## src/rtl/lbm_step_sequencer.sv

```systemverilog
// lbm_step_sequencer: run-control for the LBM solver and its DMA snapshot path.
// The block runs a programmed number of solver steps and flips the ping-pong bank after each step.
// Every snap_interval steps it parks the solver and holds a frame-export request until the DMA
// reports that the frame is done.
// Optional feature: define LBM_SEQ_WDOG_EN to add a watchdog. The watchdog trips into a sticky
// ERR state if STEP or SNAP makes no progress for 2^TIMEOUT_W-1 cycles.
module lbm_step_sequencer #(
    parameter int STEP_W    = 32,
    parameter int SNAP_W    = 16,
    parameter int TIMEOUT_W = 20
) (
    input  logic              clk,
    input  logic              rst,
    input  logic              start,
    input  logic              stop,
    input  logic [STEP_W-1:0] step_target,
    input  logic [SNAP_W-1:0] snap_interval,
    input  logic              solver_step_done,
    input  logic              dma_frame_done,
    output logic              solver_en,
    output logic              bank_sel,
    output logic              dma_frame_req,
    output logic [STEP_W-1:0] step_count,
    output logic              busy,
    output logic              done,
    output logic              error
);

    // Reject parameter values that would give zero-width counters.
    if (STEP_W < 1 || SNAP_W < 1 || TIMEOUT_W < 2) begin : g_param_check
        $error("lbm_step_sequencer: STEP_W/SNAP_W must be >= 1 and TIMEOUT_W >= 2");
    end

    typedef enum logic [2:0] {
        IDLE = 3'd0,
        STEP = 3'd1,
        SNAP = 3'd2,
        DONE = 3'd3
`ifdef LBM_SEQ_WDOG_EN
        ,
        ERR  = 3'd4
`endif
    } state_e;

    state_e            state_q, state_d;
    logic [STEP_W-1:0] target_q, target_d;
    logic [SNAP_W-1:0] interval_q, interval_d;
    logic [SNAP_W-1:0] snap_cnt_q, snap_cnt_d;
    logic [STEP_W-1:0] step_count_q, step_count_d;
    logic              bank_sel_q, bank_sel_d;
    logic              solver_en_q, solver_en_d;
    logic              dma_frame_req_q, dma_frame_req_d;
    logic              busy_q, busy_d;
    logic              done_q, done_d;
    logic              error_q, error_d;

    logic [STEP_W-1:0] step_inc;
    logic [SNAP_W-1:0] snap_inc;
    logic              snap_due;

`ifdef LBM_SEQ_WDOG_EN
    localparam logic [TIMEOUT_W-1:0] WDOG_LAST = {{(TIMEOUT_W-1){1'b1}}, 1'b0};
    logic [TIMEOUT_W-1:0] wdog_q, wdog_d;
    logic                 wdog_kick;
`endif

    // Step counter saturates instead of wrapping. Snap counter stays below the interval, so it never wraps.
    always_comb begin
        step_inc = (step_count_q == '1) ? step_count_q : step_count_q + STEP_W'(1);
        snap_inc = snap_cnt_q + SNAP_W'(1);
        snap_due = (interval_q != '0) && (snap_inc == interval_q);
    end

    // Next-state and next-output computation; outputs are decoded from the next state so they register.
    always_comb begin
        // NOTE: every variable gets a default first, so no path through the case infers a latch.
        state_d      = state_q;
        target_d     = target_q;
        interval_d   = interval_q;
        snap_cnt_d   = snap_cnt_q;
        step_count_d = step_count_q;
        bank_sel_d   = bank_sel_q;

        case (state_q)
            IDLE, DONE: begin
                if (start) begin
                    target_d     = step_target;
                    interval_d   = snap_interval;
                    step_count_d = '0;
                    snap_cnt_d   = '0;
                    bank_sel_d   = 1'b0;
                    state_d      = (step_target == '0) ? DONE : STEP;
                end
            end
            STEP: begin
                if (solver_step_done) begin
                    step_count_d = step_inc;
                    bank_sel_d   = ~bank_sel_q;
                    if (interval_q != '0) begin
                        snap_cnt_d = snap_due ? '0 : snap_inc;
                    end
                    // A snapshot due on the final step wins. SNAP then exits to DONE.
                    if (snap_due) begin
                        state_d = SNAP;
                    end else if (step_inc == target_q || stop) begin
                        state_d = DONE;
                    end
                end
            end
            SNAP: begin
                if (dma_frame_done) begin
                    state_d = (step_count_q == target_q || stop) ? DONE : STEP;
                end
            end
`ifdef LBM_SEQ_WDOG_EN
            ERR: begin
                state_d = ERR;
            end
`endif
            default: begin
                state_d = IDLE;
            end
        endcase

`ifdef LBM_SEQ_WDOG_EN
        // Any handshake counts as progress. Entering a new state also restarts the count.
        wdog_kick = solver_step_done || dma_frame_done || (state_d != state_q);
        if (wdog_kick || !(state_q == STEP || state_q == SNAP)) begin
            wdog_d = '0;
        end else begin
            wdog_d = wdog_q + TIMEOUT_W'(1);
        end
        if ((state_q == STEP || state_q == SNAP) && !wdog_kick && wdog_q == WDOG_LAST) begin
            state_d = ERR;
            wdog_d  = '0;
        end
`endif

        solver_en_d     = (state_d == STEP);
        dma_frame_req_d = (state_d == SNAP);
        busy_d          = (state_d == STEP) || (state_d == SNAP);
        done_d          = (state_d == DONE);
`ifdef LBM_SEQ_WDOG_EN
        error_d         = (state_d == ERR);
`else
        error_d         = 1'b0;
`endif
    end

    // State, run parameters, counters and registered outputs; reset aborts any run at once.
    always_ff @(posedge clk or posedge rst) begin
        if (rst) begin
            state_q         <= IDLE;
            target_q        <= '0;
            interval_q      <= '0;
            snap_cnt_q      <= '0;
            step_count_q    <= '0;
            bank_sel_q      <= 1'b0;
            solver_en_q     <= 1'b0;
            dma_frame_req_q <= 1'b0;
            busy_q          <= 1'b0;
            done_q          <= 1'b0;
            error_q         <= 1'b0;
        end else begin
            // NOTE: non-blocking assignments keep every flop sampling pre-edge values.
            state_q         <= state_d;
            target_q        <= target_d;
            interval_q      <= interval_d;
            snap_cnt_q      <= snap_cnt_d;
            step_count_q    <= step_count_d;
            bank_sel_q      <= bank_sel_d;
            solver_en_q     <= solver_en_d;
            dma_frame_req_q <= dma_frame_req_d;
            busy_q          <= busy_d;
            done_q          <= done_d;
            error_q         <= error_d;
        end
    end

`ifdef LBM_SEQ_WDOG_EN
    // Watchdog cycle counter.
    always_ff @(posedge clk or posedge rst) begin
        if (rst) begin
            wdog_q <= '0;
        end else begin
            wdog_q <= wdog_d;
        end
    end
`endif

    assign solver_en     = solver_en_q;
    assign bank_sel      = bank_sel_q;
    assign dma_frame_req = dma_frame_req_q;
    assign step_count    = step_count_q;
    assign busy          = busy_q;
    assign done          = done_q;
    assign error         = error_q;

endmodule

```

## config.mk

```make
export PLATFORM = sky130hd
export DESIGN_NAME = lbm_step_sequencer
export DESIGN_NICKNAME = d
export VERILOG_FILES = /design/src/rtl/lbm_step_sequencer.sv
export SDC_FILE = /design/constraint.sdc
export NUM_CORES = 1
export LEC_CHECK = 0
export CORE_MARGIN = 2
export CORE_UTILIZATION = 35
export CTS_CLUSTER_DIAMETER = 60
export DETAILED_ROUTE_END_ITERATION = 8
export DONT_BUFFER_PORTS = 1
export SLEW_MARGIN = 25
export SYNTH_ARGS = -nofsm -noshare
export SYNTH_HDL_FRONTEND = slang
export SYNTH_SLANG_ARGS = --single-unit
```

## constraint.sdc

```tcl
create_clock -name clk -period 7.8 [get_ports clk]
set_input_delay 0 -clock clk [delete_from_list [all_inputs] [get_ports clk]]
set_output_delay 0 -clock clk [all_outputs]
set_load 0.01 [all_outputs]
```

* Word level (Yosys, flattened, before mapping)
Cells that the tools add are included.
Storage, ports and cells: bits in registers 104, input port bits 54, output and inout port bits 38, word-level logic and storage cells 58
Cells by class: add/subtract/negate cells 2, equal/unequal tests 13, muxes and demuxes 20, bitwise logic cells 1, reductions and logical operators 12
Operator list (count):
- $mux 32 | 3
- $eq 32x32->1 | 2
- $mux 16 | 4
- $pmux 32 s2 | 1
- $add 32x1->32 const B | 1
- $eq 32x32->1 const B | 1
- $logic_not 32->1 | 1
- $pmux 16 s2 | 1
- $add 16x1->16 const B | 1
- $eq 16x16->1 | 1
- $reduce_bool 16->1 | 1
- $mux 3 | 5
- $eq 3x2->1 const B | 4
- $pmux 3 s3 | 1
- $eq 3x1->1 const B | 2
- $ne 2x2->1 const B | 3
- $mux 2 | 2
- $reduce_and 4->1 | 1
- $logic_not 3->1 | 1
- $logic_or 1x1->1 | 3
- $reduce_and 3->1 | 1
- $mux 1 | 2
- $pmux 1 s2 | 1
- $reduce_and 2->1 | 1
- 4 further kinds | 4

* Logic depth before layout (Yosys ltp)
Gate-level depths: netlist of run 1.
depth in word-level cells 10, depth in mapped cells 12, mapped depth without buffers 10

* Worst setup path after synthesis of run 1
No wires, ideal clock.
kind reg-to-reg, from reg step_count_q[1] (netlist: step_count[1]), to reg busy_q (netlist: busy), setup time 0.125 ns, data arrival time 2.845 ns, setup slack 4.830 ns, cell stages (with the launch flop) 12, period minus slack after synthesis 2.970 ns, path through dfrtp_1 -> ha_1 -> nand3_1 -> or4_1 -> buf_2 -> nor4_4 -> mux2i_1 -> o22a_1 -> nor3_1 -> and4_4 -> a21oi_4 -> mux2_4
On the way: longest elaborated chain between the ends 10, elaborated cells on any way between the ends 16
RTL lines:
- start: declaration | line 49 | logic [STEP_W-1:0] step_count_q, step_count_d;
- start signal: assignment | line 170 | step_count_q <= step_count_d;
- $add 32x1->32 / $eq 32x32->1 (equally long branches) | line 69 | step_inc = (step_count_q == '1) ? step_count_q : step_count_q + STEP_W'(1);
- $mux 32 | line 69
- $eq 32x32->1 | line 105 | end else if (step_inc == target_q || stop) begin
- $logic_or 1x1->1 | line 105
- $mux 3 | line 105
- $mux 3 | line 103 | if (snap_due) begin
- $mux 3 | line 96 | if (solver_step_done) begin
- $pmux 3 s3 * | line 84 | case (state_q)
- $eq 3x1->1 / $eq 3x2->1 (equally long branches) | line 141 | busy_d = (state_d == STEP) || (state_d == SNAP);
- $logic_or 1x1->1 * | line 141
- named net busy_d | line 53 | logic busy_q, busy_d;
- end signal: assignment | line 174 | busy_q <= busy_d;
- end: declaration | line 53
Mark *: on every way through the listed nets, which the timed path passes. The rest lies on a longest branch. A chain may end at the register's enable or synchronous reset.

* Worst setup path after layout of run 1
Same ends and word-level chain as after synthesis.

==> results of run 1 <==
==> tightest hold or removal path, stage by stage <==
cell and delay, ns:
a32o_1 0.13, or3_1 0.14, a21oi_4 0.05, nor2_1 0.07
==> flip-flops by register name, summed over array words and instances (netlist names) <==
register and flops:
busy 1, dma_frame_req 1, bank_sel 1, state_q 3
interval_q 16, solver_en 1, snap_cnt_q 16, target_q 32
done 1, step_count 32
==> report_power, final <==
group / internal [mW] / switching [mW] / leakage (nW)
Sequential: 0.600 / 0.0789 / 1.34
Combinational: 0.145 / 0.139 / 1.32
Clock: 0.239 / 0.223 / 0.145
==> cell usage after synthesis, types with 4 or more instances <==
master and count:
buf_2 18, dfrtp_1 104, nor3_1 13, o21ai_0 64, nor4_1 23, xnor2_1 52, nand2b_1 8, mux2_2 50
nand2_1 65, a31oi_1 12, nor2_1 41, and3_1 12, or4_1 4, inv_1 4, and4_1 4, a211oi_1 5
clkbuf_1 26, nand4_1 28, a21oi_1 26, o31ai_1 15, o41ai_1 4, xor2_1 21, nand3_1 24
==> cells by family after synthesis <==
| family | Yosys count | share of synthesized area, % |
|---|---|---|
| xor gates and xnor gates | 73 | 9.78 |
| and+or+nand+nor | 257 | 21.9 |
| muxes | 54 | 9.30 |
| DFF | 104 | 39.8 |
| buffers and inverters | 53 | 3.52 |
| AOI/OAI and AO/OA | 157 | 15.2 |
| other | 1 | 0.0574 |
| adders and majority gates | 2 | 0.383 |
==> how the worst max path moves through the flow <==
stage | end | slack (ns) | depth (start not counted) | from
CTS | busy$_DFF_PP0_ | 3.86 | 10 | step_count[1]$_DFFE_PP0P_
finish | busy$_DFF_PP0_ | 3.80 | 10 | step_count[1]$_DFFE_PP0P_
global route | busy$_DFF_PP0_ | 3.60 | 10 | step_count[1]$_DFFE_PP0P_
floorplan | busy$_DFF_PP0_ | 4.83 | 11 | step_count[1]$_DFFE_PP0P_
detailed placement | busy$_DFF_PP0_ | 3.88 | 10 | step_count[1]$_DFFE_PP0P_
global placement | busy$_DFF_PP0_ | 3.93 | 10 | step_count[1]$_DFFE_PP0P_
==> area by class of cell <==
type | instances | area share [%]
repair buffers | 56 | 7.38
well taps | 229 | 3.83
clock inverters | 5 | 0.670
multi-input cells | 545 | 49.7
inverters | 4 | 0.234
clock buffers | 11 | 3.38
flip-flops and latches | 104 | 34.8
==> per-layer routing <==
layer	vias up	routed length, µm
met5	-	0
li1	2639	-
met4	0	347
met2	270	9340
met3	25	1860
met1	2808	9200
==> through the flow <==
step	hold WS [ns]	util, %
3_5_place_dp	-0.126	36.7
6_report	0.0869	41.2
3_3_place_gp	-0.131	36.7
2_1_floorplan	0.152	-
5_1_grt	0.105	41.2
4_1_cts	0.0773	41.2
==> impl_results.md, run 1 <==
- Post-synth top area share: 39.8%
- First-pass GRT wire length: 32,500 µm
- CTS tree: done
- Crit-path slowest cell: nor4_4
- Setup violators final: 0
- Pwr Total: 1.43 mW
- R2R Setup Slk: 3.80 ns
- Clk Tree Root Cell: clkbuf_16
- Crit path cell chain: ha_1 -> nand3_1 -> nor4_4 -> nand2_1 -> and3_1 -> mux2i_1 -> a21o_1 -> and4_1 -> a21oi_4 -> mux2_4
- Multi-input gate area: 3710 µm²
- Setup bufs post-CTS: 0
- Fin Setup TNS: 0 ns
- Hold path start: solver_step_done
- Worst hold path type: input pin to flop
- Largest net degree at the start of global routing: 79
- Via density: 6.02
- Yosys synthesis warning count: 0
- Number of enable flip-flop cells after synthesis: 0
- Worst skew pair latency: 0.36 ns
- Hold path cells: 4
- Num ports: 92
- CORE AREA: 18,100 µm²
- Max-cap violations: 0
- Synthesized cell area: 6540 µm²
- Peak Freq: 250 MHz
- DR DRC count: 0
- Worst EP required: 8.05 ns
- Initial Util: 36.0%
- Setup ws final: 3.80 ns
- Clk_skew: 0.0166 ns
- Final Hold Fails: 0
- Leak: 2.80 nW
- Num rows: 49
- CP Capture Type: flop
- Flops & latches, synth: 104
- Routability congestion estimate from global placement: 0.945
- Highest-count cells in the layout ignoring fill and taps: 104 x dfrtp_1, 65 x nand2_1, 63 x o21ai_0
- Ys async rst share: 100%
- 1st-iter DRT viols: 549
- Die area: 19,800 µm²
- Outcome: finished, final reports clean
- Unique masters post-synth: 73
- PostCTS Resize Cnt: 0
- Hold Buf Count CTS: 51
- GR Util met1: 29.4%
- Drt first pass iters: 5
- RR Endpoint: busy$_DFF_PP0_
- Grt total ovfl: 0
- Via Count: 5,742
- R2R cell count: 10
- Global Route Usage Sum: 21.1%
- Worst Path Max Fanout: 18
- Met3 usage: 6.28%
- Post-Place Cells: 887
- Final #Nets: 776
- Vias in the first global route: 5,494
- Setup Crit Path Kind: flop to flop
- ANT nets after route: 0
- CP peak stage delay: 0.90 ns
- Drt total wl: 20,700 µm
- Die X-Extent: 141 µm
- Clock-pin slew on the worst setup and hold paths: 0.08 ns
- Fin crit period: 4.00 ns
- DP Worst Slack: 3.88 ns
- Startpoint Class: flop
- Unrepaired setup endpoints after global routing: no
- CP delay by family, top: simple AND/OR/NAND/NOR gates
- Crit share post-route: 51.3%
- Clk buf depth: 2
- DP HPWL: 15,100 µm
- Ant diodes: 0
- Area contributors post-synth: dfrtp_1 40%, mux2_2 8.6%, xnor2_1 7.0%, o21ai_0 4.9%, nand2_1 3.7%
- Top_reg_cell synth: dfrtp_1
- Max VDD drop: 0.000152 V
- Cells after synthesis: 701
- Finished Cell Area: 7470 µm²
- Slew margin rel.: 34.1%
- M2 GR Usage: 32.5%
- TritonCTS Sinks: 104
- Slew Limit Fails: 0
- Share of cells above drive strength 1: 13.1%
- Routed wire per std cell: 21.7 µm
- Initial antenna violation count: 0
- Least-Margin Pin Slew: 0.982 ns
- Non-Filler Instances: 954
- Critical R2R Launch: step_count[1]$_DFFE_PP0P_
- CTS Buf Count: 9
- # fillers: 1,818
- Pwr Density: 191 nW/µm²
- WP buf/inv: 0
- Post-Place Cell Area: 6660 µm²
- WHS Endpoint: state_q[1]$_DFF_PP0_
- CTS H-tree depth: 3
- Arr. time, crit path: 4.25 ns
- Area grow syn2layout: 14.4%
- Gr busiest metal: met2
- FF+latch area: 2600 µm²
- Synth area leader: dfrtp_1
- Die Span Y: 141 µm
- Seq/Total Area, Yosys: 39.8%
- Commonest non-fill, non-tap cell in the layout: dfrtp_1
- IO Port Bufs: 0
- Syn Area/Cell: 9.32 µm²
Power figures use the tool's default switching activity.
==> inputs of run 2 (changes only) <==
==> constraint.sdc (replaced) <==
create_clock -name clk -period 3.89 [get_ports clk]
set_input_delay 0 -clock clk [delete_from_list [all_inputs] [get_ports clk]]
set_output_delay 0 -clock clk [all_outputs]
set_load 0.01 [all_outputs]
==> run 2 against run 1 <==
- count of clock-buffer cells in the layout down 2
- global-route usage up 0.93 points
- combinational power up 100%
- flip-flop and latch count unchanged
- largest power group unchanged
- critical endpoint unchanged
- first-iteration DRC count up 4.7%
- critical path type unchanged
==> impl_results.md, run 2 (same netlist as run 1, synthesis figures left out) <==
- R2R Setup Slk: 0.36 ns (-3.44 ns)
- Worst Path Max Fanout: 7 (-11)
- Sw frac: 30.7% (-0.27 points)
- Die Span Y: 141 µm (unchanged)
- DP HPWL: 16,000 µm (+6.1%)
- WHS Endpoint: state_q[1]$_DFF_PP0_
- Pwr Total: 2.89 mW (+100%)
- Max-cap violations: 0 (unchanged)
- RR Endpoint: busy$_DFF_PP0_
- PostCTS Resize Cnt: 0 (unchanged)
- Leak: 2.92 nW (+4.1%)
- Area grow syn2layout: 17.1%
- Arr. time, crit path: 3.79 ns (-0.46 ns)
- Outcome: finished, final reports clean
- Least-Margin Pin Slew: 0.776 ns (-0.205 ns)
- Pint: 2.01 mW (+100%)
- Initial Util: 36.0% (unchanged)
- CTS H-tree depth: 3 (unchanged)
- Clk Tree Root Cell: clkbuf_16
- Share of cells above drive strength 1: 15.8% (+2.7 points)
- Fin crit period: 3.53 ns (-0.467 ns)
- Final #Nets: 799 (+3.0%)
- Max VDD drop: 0.000229 V (+51%)
- CP delay by family, top: simple AND/OR/NAND/NOR gates
- Global Route Usage Sum: 22.1% (+0.93 points)
- Clk_skew: 0.0114 ns (-0.00519 ns)
- WP buf/inv: 0 (unchanged)
- Num rows: 49 (unchanged)
- Routed wire per std cell: 22.2 µm (+2.0%)
- Final Hold Fails: 0 (unchanged)
- DR DRC count: 0 (unchanged)
- Fin Setup TNS: 0 ns (unchanged)
- 1st-iter DRT viols: 575 (+4.7%)
- Vias in the first global route: 5,613 (+2.2%)
- Worst hold path type: input pin to flop
- R2R cell count: 10 (unchanged)
- Comb pwr share: 20.0% (about the same)
- NetSw: 0.887 mW (+100%)
- CORE AREA: 18,100 µm² (unchanged)
- Hold path cells: 4 (unchanged)
- Via density: 5.92 (-1.7%)
- ANT nets after route: 0 (unchanged)
- IO Port Bufs: 0 (unchanged)
- Crit-path slowest cell: or4_1
- Clock network power share: 32.9% (+0.4 points)
- Num ports: 92 (unchanged)
- Setup Crit Path Kind: flop to flop
- First-pass GRT wire length: 33,600 µm (+3.3%)
- Slew Limit Fails: 0 (unchanged)
- CP Capture Type: flop
- Crit path cell chain: ha_1 -> nand3_1 -> or4_1 -> nor4_4 -> mux2i_1 -> o22a_1 -> nor3_1 -> and4_4 -> a21oi_4 -> mux2_4
- Cell depth of the worst setup path: 10 (unchanged)
- Drt total wl: 21,700 µm (+4.6%)
- Via Count: 5,785 (+0.75%)
- Worst EP required: 4.15 ns (-3.90 ns)
- Hold path start: solver_step_done
- Crit share post-route: 90.8% (+40 points)
- Routability congestion estimate from global placement: 0.991 (+4.8%)
- TritonCTS Sinks: 104 (unchanged)
- Highest-count cells in the layout ignoring fill and taps: 104 x dfrtp_1, 65 x nand2_1, 63 x o21ai_0
- Die area: 19,800 µm² (unchanged)
- Startpoint Class: flop
- Clk buf depth: 2 (unchanged)
- Largest net degree at the start of global routing: 78 (-1.3%)
- CP peak stage delay: 0.76 ns (-0.14 ns)
- Flop pwr share: 47.1% (-0.5 points)
- CTS Buf Count: 9 (unchanged)
- Critical R2R Launch: step_count[1]$_DFFE_PP0P_
- Die X-Extent: 141 µm (unchanged)
- Drt first pass iters: 5 (unchanged)
- Pwr Density: 378 nW/µm² (+98%)
- Unrepaired setup endpoints after global routing: no
- CTS tree: done
- Slew margin rel.: 48.2% (+14 points)
- Setup violators final: 0 (unchanged)
- Initial antenna violation count: 0 (unchanged)
- Commonest non-fill, non-tap cell in the layout: dfrtp_1
- Peak Freq: 283 MHz (+13%)
- Grt total ovfl: 0 (unchanged)
- Clock-pin slew on the worst setup and hold paths: 0.08 ns (about the same)
- Worst skew pair latency: 0.36 ns (about the same)
-- run 2: through the flow --
stage / std cells / hold slack [ns] / worst slack (ns) / utilization [%] / instance area (µm²)
floorplan: 702 / 0.152 / 0.920 / - / 6540
detailed placement: 910 / 0.155 / 0.420 / 37.6 / 6830
CTS: 977 / 0.0580 / 0.398 / 42.1 / 7650
finish: 978 / 0.0683 / 0.358 / 42.2 / 7650
global route: 977 / 0.0774 / 0.120 / 42.1 / 7650
global placement: 910 / 0.152 / 0.437 / 37.6 / 6830
-- run 2: routing by layer --
| layer | global-route usage, % | part of all wire, % |
|---|---|---|
| met3 | 5.40 | 7.9 |
| met4 | 6.53 | 1.9 |
| met1 | 31.6 | 45 |
| met5 | 0 | 0 |
| met2 | 33.1 | 45 |
-- run 2: layout make-up --
class,count,area (µm²)
fill,1793,10500
clock inverter,7,80.1
timing repair buffer,79,721
clock buffer,9,225
sequential,104,2600
antenna,1,2.50
inverter,4,20.0
multi-input combinational,545,3710
tap,229,287
-- run 2: worst max-delay path by stage --
| stage | from | endpoint | slack (ns) |
|---|---|---|---|
| global route | snap_cnt_q[0]$_DFFE_PP0P_ | state_q[0]$_DFF_PP0_ | 0.12 |
| CTS | snap_cnt_q[0]$_DFFE_PP0P_ | state_q[0]$_DFF_PP0_ | 0.40 |
| floorplan | step_count[1]$_DFFE_PP0P_ | busy$_DFF_PP0_ | 0.92 |
| global placement | step_count[1]$_DFFE_PP0P_ | busy$_DFF_PP0_ | 0.44 |
| finish | step_count[1]$_DFFE_PP0P_ | busy$_DFF_PP0_ | 0.36 |
| detailed placement | step_count[1]$_DFFE_PP0P_ | busy$_DFF_PP0_ | 0.42 |
-- run 2: power groups by stage --
stage / registers (mW) / clock network (mW) / logic (mW)
2_1_floorplan: 1.31 / 0 / 0.420
3_5_place_dp: 1.38 / 0 / 0.527
5_1_grt: 1.38 / 1.02 / 0.628
3_3_place_gp: 1.38 / 0 / 0.531
6_report: 1.36 / 0.952 / 0.578
4_1_cts: 1.36 / 0.979 / 0.573
-- run 2: timing repair --
item                      CTS  global route
hold buffers               51             0
hold endpoints to repair  125             0
buffers inserted            0             0
-- run 2: worst reg2reg max path, delay by kind of cell (launching register included) --
| family | cells | cell delay [ns] |
|---|---|---|
| adder cells (fa/ha/maj) | 1 | 0.34 |
| AND/OR/NAND/NOR | 5 | 1.64 |
| multiplexers | 2 | 0.56 |
| flip-flops | 1 | 0.54 |
| AO/OA/AOI/OAI | 2 | 0.35 |
